==> src/rtl/sha256_iter_core.sv <==
// Iterative SHA-256 compression core: one 512-bit block per handshake, RPC rounds per clock.
// Chaining value comes from the standard IV, an external H_in, or the internal chain register.
module sha256_iter_core #(
    parameter int unsigned RPC = 1
) (
    input  logic         clk,
    input  logic         rst_n,
    input  logic         in_valid,
    output logic         in_ready,
    input  logic [1:0]   mode,
    input  logic [511:0] M_in,
    input  logic [255:0] H_in,
    output logic         out_valid,
    input  logic         out_ready,
    output logic [255:0] H_out,
    output logic         busy
);

    localparam int unsigned CNT_W    = 7;
    localparam int unsigned LAST_CNT = 64;

    if (!(RPC == 1 || RPC == 2 || RPC == 4 || RPC == 8)) begin : g_bad_rpc
        $fatal(1, "sha256_iter_core: RPC must be 1, 2, 4 or 8");
    end

    // Word 7 holds H0/a (bus MSB), word 0 holds H7/h; message word 15 is the current W_t.
    typedef logic [7:0][31:0]  hvec_t;
    typedef logic [15:0][31:0] wvec_t;
    typedef enum logic [1:0] {IDLE, ROUND, DONE} state_t;

    localparam logic [255:0] IV =
        256'h6a09e667bb67ae853c6ef372a54ff53a510e527f9b05688c1f83d9ab5be0cd19;

    localparam logic [31:0] K_TAB [64] = '{
        32'h428a2f98, 32'h71374491, 32'hb5c0fbcf, 32'he9b5dba5, 32'h3956c25b, 32'h59f111f1, 32'h923f82a4, 32'hab1c5ed5,
        32'hd807aa98, 32'h12835b01, 32'h243185be, 32'h550c7dc3, 32'h72be5d74, 32'h80deb1fe, 32'h9bdc06a7, 32'hc19bf174,
        32'he49b69c1, 32'hefbe4786, 32'h0fc19dc6, 32'h240ca1cc, 32'h2de92c6f, 32'h4a7484aa, 32'h5cb0a9dc, 32'h76f988da,
        32'h983e5152, 32'ha831c66d, 32'hb00327c8, 32'hbf597fc7, 32'hc6e00bf3, 32'hd5a79147, 32'h06ca6351, 32'h14292967,
        32'h27b70a85, 32'h2e1b2138, 32'h4d2c6dfc, 32'h53380d13, 32'h650a7354, 32'h766a0abb, 32'h81c2c92e, 32'h92722c85,
        32'ha2bfe8a1, 32'ha81a664b, 32'hc24b8b70, 32'hc76c51a3, 32'hd192e819, 32'hd6990624, 32'hf40e3585, 32'h106aa070,
        32'h19a4c116, 32'h1e376c08, 32'h2748774c, 32'h34b0bcb5, 32'h391c0cb3, 32'h4ed8aa4a, 32'h5b9cca4f, 32'h682e6ff3,
        32'h748f82ee, 32'h78a5636f, 32'h84c87814, 32'h8cc70208, 32'h90befffa, 32'ha4506ceb, 32'hbef9a3f7, 32'hc67178f2
    };

    function automatic logic [31:0] rotr(input logic [31:0] x, input int unsigned n);
        return (x >> n) | (x << (32 - n));
    endfunction

    function automatic logic [31:0] bsig0(input logic [31:0] x);
        return rotr(x, 2) ^ rotr(x, 13) ^ rotr(x, 22);
    endfunction

    function automatic logic [31:0] bsig1(input logic [31:0] x);
        return rotr(x, 6) ^ rotr(x, 11) ^ rotr(x, 25);
    endfunction

    function automatic logic [31:0] ssig0(input logic [31:0] x);
        return rotr(x, 7) ^ rotr(x, 18) ^ (x >> 3);
    endfunction

    function automatic logic [31:0] ssig1(input logic [31:0] x);
        return rotr(x, 17) ^ rotr(x, 19) ^ (x >> 10);
    endfunction

    state_t             state_q, state_d;
    logic               accept, do_round, finish;
    logic [CNT_W-1:0]   rnd_cnt_q;
    wvec_t              w_q, rw_c;
    hvec_t              v_q, rv_c;
    hvec_t              base_q, base_sel_c, chain_q, sum_c;
    logic [31:0]        t1, t2, nw;

    // Next-state and handshake strobes
    always_comb begin
        state_d  = state_q;
        accept   = 1'b0;
        do_round = 1'b0;
        finish   = 1'b0;
        case (state_q)
            IDLE: begin
                if (in_valid && in_ready) begin
                    accept  = 1'b1;
                    state_d = ROUND;
                end
            end
            ROUND: begin
                if (rnd_cnt_q == CNT_W'(LAST_CNT)) begin
                    finish  = 1'b1;
                    state_d = DONE;
                end else begin
                    do_round = 1'b1;
                end
            end
            DONE: begin
                if (out_ready) begin
                    state_d = IDLE;
                end
            end
            default: state_d = IDLE;
        endcase
    end

    always_ff @(posedge clk or negedge rst_n) begin
        if (!rst_n) begin
            state_q <= IDLE;
        end else begin
            state_q <= state_d;
        end
    end

    // Chaining-value source; reserved mode 11 falls back to the IV
    always_comb begin
        case (mode)
            2'b01:   base_sel_c = H_in;
            2'b10:   base_sel_c = chain_q;
            default: base_sel_c = IV;
        endcase
    end

    // RPC unrolled rounds with the rolling 16-word schedule
    always_comb begin
        rv_c = v_q;
        rw_c = w_q;
        t1   = '0;
        t2   = '0;
        nw   = '0;
        for (int unsigned j = 0; j < RPC; j++) begin
            t1 = rv_c[0] + bsig1(rv_c[3]) + ((rv_c[3] & rv_c[2]) ^ (~rv_c[3] & rv_c[1]))
               + K_TAB[6'(rnd_cnt_q) + 6'(j)] + rw_c[15];
            t2 = bsig0(rv_c[7])
               + ((rv_c[7] & rv_c[6]) ^ (rv_c[7] & rv_c[5]) ^ (rv_c[6] & rv_c[5]));
            nw = ssig1(rw_c[1]) + rw_c[6] + ssig0(rw_c[14]) + rw_c[15];
            rv_c = {t1 + t2, rv_c[7:5], rv_c[4] + t1, rv_c[3:1]};
            rw_c = {rw_c[14:0], nw};
        end
    end

    always_comb begin
        for (int i = 0; i < 8; i++) begin
            sum_c[i] = base_q[i] + v_q[i];
        end
    end

    // Datapath and registered outputs
    always_ff @(posedge clk or negedge rst_n) begin
        if (!rst_n) begin
            in_ready  <= 1'b0;
            out_valid <= 1'b0;
            busy      <= 1'b0;
            H_out     <= '0;
            rnd_cnt_q <= '0;
            w_q       <= '0;
            v_q       <= '0;
            base_q    <= '0;
            chain_q   <= IV;
        end else begin
            in_ready  <= (state_d == IDLE);
            out_valid <= (state_d == DONE);
            busy      <= (state_d != IDLE);
            if (accept) begin
                w_q       <= M_in;
                v_q       <= base_sel_c;
                base_q    <= base_sel_c;
                rnd_cnt_q <= '0;
            end else if (do_round) begin
                w_q       <= rw_c;
                v_q       <= rv_c;
                rnd_cnt_q <= rnd_cnt_q + CNT_W'(RPC);
            end
            if (finish) begin
                H_out   <= sum_c;
                chain_q <= sum_c;
            end
        end
    end

endmodule

==> config.mk <==
export PLATFORM = sky130hd
export DESIGN_NAME = sha256_iter_core
export DESIGN_NICKNAME = d
export VERILOG_FILES = /design/src/rtl/sha256_iter_core.sv
export SDC_FILE = /design/constraint.sdc
export NUM_CORES = 2
export LEC_CHECK = 0
export CELL_PAD_IN_SITES_DETAIL_PLACEMENT = 0
export CELL_PAD_IN_SITES_GLOBAL_PLACEMENT = 1
export CORE_MARGIN = 2
export CORE_UTILIZATION = 48
export CTS_BUF_LIST = sky130_fd_sc_hd__clkbuf_4 sky130_fd_sc_hd__clkbuf_8
export DETAILED_ROUTE_END_ITERATION = 8
export PLACE_DENSITY = 0.9
export SYNTH_ARGS = -nofsm -noshare
export SYNTH_HDL_FRONTEND = slang
export SYNTH_SLANG_ARGS = --single-unit
==> constraint.sdc <==
create_clock -name clk -period 13.1 [get_ports clk]
set_input_delay 1.31 -clock clk [delete_from_list [all_inputs] [get_ports clk]]
set_output_delay 1.31 -clock clk [all_outputs]
set_load 0.03 [all_outputs]
==> run_results.csv <==
group,metric,value,unit
synthesis,synthFlopType,"dfrtp_1",
finish,drive_gt1_share,7.09,%
global_route,grt_pass1_vias,78785,
clock_tree,cts_buffers,239,
clock_tree,cts_tree,"built",
die,die_h,432,um
die,boundaryPins,1033,
die,core,181000,um2
synthesis,ys_seq_area_share,40.9,%
sta,fmax,0.106,GHz
placement,placed_area,98700,um2
synthesis,netlist_top_cells_area,"dfrtp_1, nand2_1, ha_1",
routing,ant_nets,0,
die,die_w,432,um
setup_path,path_buf_inv,6,
routing,routed_wl,387000,um
setup_path,crit_type,"reg2reg",
clock_tree,path_clk_slew,0.07,ns
sta,finalSetupTns,0,ns
synthesis,ys_types,85,
sta,max_slew_margin,9.02,%
status,status,"finished, final reports clean",
sta,tightest_slew,1.35,ns
worst_hold_path,min_path_type,"in2async",
global_route,grt.overflow.total,0,
sta,final_min_period_over_clock_period,71.9,%
clock_tree,cts-htree-levels,4,
synthesis,synth_warnings,0,
sta,slew_violations,0,
setup_path,cp_slowest_stage_delay,0.66,ns
global_route,antenna_found_initial,82,
finish,nets,12188,
routing,wl_per_cell,28.8,um
clock_tree,clk_latency,1.07,ns
finish,stdcell_area,104000,um2
synthesis,synth_edf_count,0,
finish,syn2layout_area_growth,18.8,%
finish,regArea,35900,um2
sta,worst_hold_slack,0.148,ns
setup_path,slowest_stage,"fa_1",
sta,setup_viol,0,
sta,clock_skew,0.0664,ns
clock_tree,cts_setup_buffers,0,
setup_path,cp_max_fo,21,
clock_tree,clockRootBuffer,"clkbuf_8",
setup_path,start_kind,"flop",
die,start_util,48.4,%
synthesis,syn_area_per_cell,8.56,um2
finish,multi_input_area,46700,um2
routing,vias_per_cell,6.11,
routing,num_vias,82228,
setup_path,arrival,10.28,ns
global_route,grt_max_degree,235,
routing,drc,0,
synthesis,synthArstFlopShare,100,%
setup_path,cp.required,13.96,ns
clock_tree,ctsResizeCount,0,
setup_path,cpLargestDelayFamily,"compound AO/OA/AOI/OAI gates",
sta,fin_crit,9.42,ns
finish,fillers,16364,
die,rows,156,
routing,drtPass1Iterations,6,
synthesis,yosysMostFrequentCell,"nand2_1",
synthesis,synth_top_area_share,36.8,%
synthesis,syn_inst,10256,
clock_tree,clock_path_buffers,3,
setup_path,crit_top_cell,"a21oi_1",
die,die_area,186000,um2
sta,finalHoldViolations,0,
placement,place_hpwl,297000,um
setup_path,cp-end-kind,"flop",
global_route,grt.total_usage,40.6,%
run,maxCapViolCount,0,
clock_tree,cts_sinks,1428,
clock_tree,hold_buffers,0,
global_route,grt_pass1_wl,552000,um
synthesis,synth_common_cells,"nand2_1, dfrtp_1, nor2_1",
synthesis,synth-seq-cells,1428,
routing,drt_iter0_drc,9326,
placement,gp_congestion,1.00,
synthesis,mappedNetlistArea,87800,um2
synthesis,syn_nets,11620,
sta,rsz0062_at_grt,"no",
placement,io_buffers,1032,
synthesis,yosys.area.top_type,"dfrtp_1",
## placed cells by master, fill, tap and decap left out, types with 195 or more instances in the layout
| cell type | instances |
|---|---|
| a21oi_1 | 456 |
| xor2_1 | 249 |
| o21ai_0 | 639 |
| inv_1 | 476 |
| clkdlybuf4s50_1 | 1031 |
| ha_1 | 393 |
| a21o_1 | 340 |
| nand2_1 | 2104 |
| fa_1 | 195 |
| clkbuf_8 | 307 |
| a31oi_1 | 622 |
| nor2_1 | 998 |
| xnor2_1 | 332 |
| dfrtp_1 | 1289 |
## cell families (layout without fill, tap and decap cells)
| group | count (synthesis) | after routing | share of synthesized area, % |
|---|---|---|---|
| buffers and inverters | 1292 | 2071 | 6.04 |
| DFF | 1428 | 1428 | 40.9 |
| xor gates and xnor gates | 582 | 582 | 5.81 |
| other | 0 | 45 | 0 |
| and+or+nand+nor | 3489 | 3489 | 15.9 |
| AOI/OAI and AO/OA | 2816 | 2816 | 20.5 |
| muxes | 56 | 56 | 0.768 |
| adders and majority gates | 593 | 593 | 10.1 |
## per-stage QoR
step / worst slack, ns / cells / util, %
after floorplan: 5.15 / 10256 / -
after global placement: 3.90 / 12953 / 54.4
after detailed placement: 3.84 / 12953 / 54.4
after CTS: 3.77 / 13405 / 57.5
after global routing: 3.01 / 13442 / 57.5
final: 3.68 / 13450 / 57.5
## registers in the layout, indices dropped and copies added (netlist names)
signal	flops
rnd_cnt_q	7
chain_q	178
base_q	256
rv_c	192
v_q	64
out_valid	1
H_out	214
busy	1
in_ready	1
state_q	2
rw_c	480
w_q	32
## metal layers
| layer | part of all wire [%] | global-route usage (%) | vias up |
|---|---|---|---|
| li1 | - | - | 36088 |
| met1 | 39 | 52.1 | 40965 |
| met2 | 46 | 63.2 | 4172 |
| met3 | 9.0 | 9.83 | 951 |
| met4 | 6.3 | 22.3 | 52 |
| met5 | 0.092 | 0 | - |
## area by class of cell
| type | instances | area share [%] |
|---|---|---|
| multi-input combinational | 7536 | 44.8 |
| sequential | 1428 | 34.4 |
| timing repair buffer | 1138 | 10.8 |
| clock buffer | 401 | 4.73 |
| tap | 2370 | 2.84 |
| inverter | 481 | 1.73 |
| clock inverter | 51 | 0.555 |
| antenna | 45 | 0.108 |
## worst paths after layout
kind	from	end	slack, ns	depth (start not counted)
setup / recovery	rnd_cnt_q[0]$_DFFE_PN0P_	rv_c[222]$_DFFE_PN0P_	3.68	39
setup reg to reg	rnd_cnt_q[0]$_DFFE_PN0P_	rv_c[222]$_DFFE_PN0P_	3.68	39
min in group clk	chain_q[59]$_DFFE_PN1P_	chain_q[59]$_DFFE_PN1P_	0.45	2
hold / removal	rst_n	rw_c[146]$_DFFE_PN0P_	0.15	1
hold reg to reg	chain_q[59]$_DFFE_PN1P_	chain_q[59]$_DFFE_PN1P_	0.45	2
max in group asynchronous	rst_n	rv_c[210]$_DFFE_PN0P_	9.88	4
## worst reg2reg max path, delay by kind of cell (launching register included)
family / cells / cell delay, ns
buffers and inverters: 6 / 1.16
and+or+nand+nor: 6 / 1.06
adders and majority gates: 5 / 2.35
DFF: 1 / 0.33
muxes: 1 / 0.16
AOI/OAI and AO/OA: 20 / 3.99
xor gates and xnor gates: 1 / 0.21
Power is left out: the tool's default activity adds up to more than one toggle a clock period on the data nets, which glitch-free logic cannot reach.
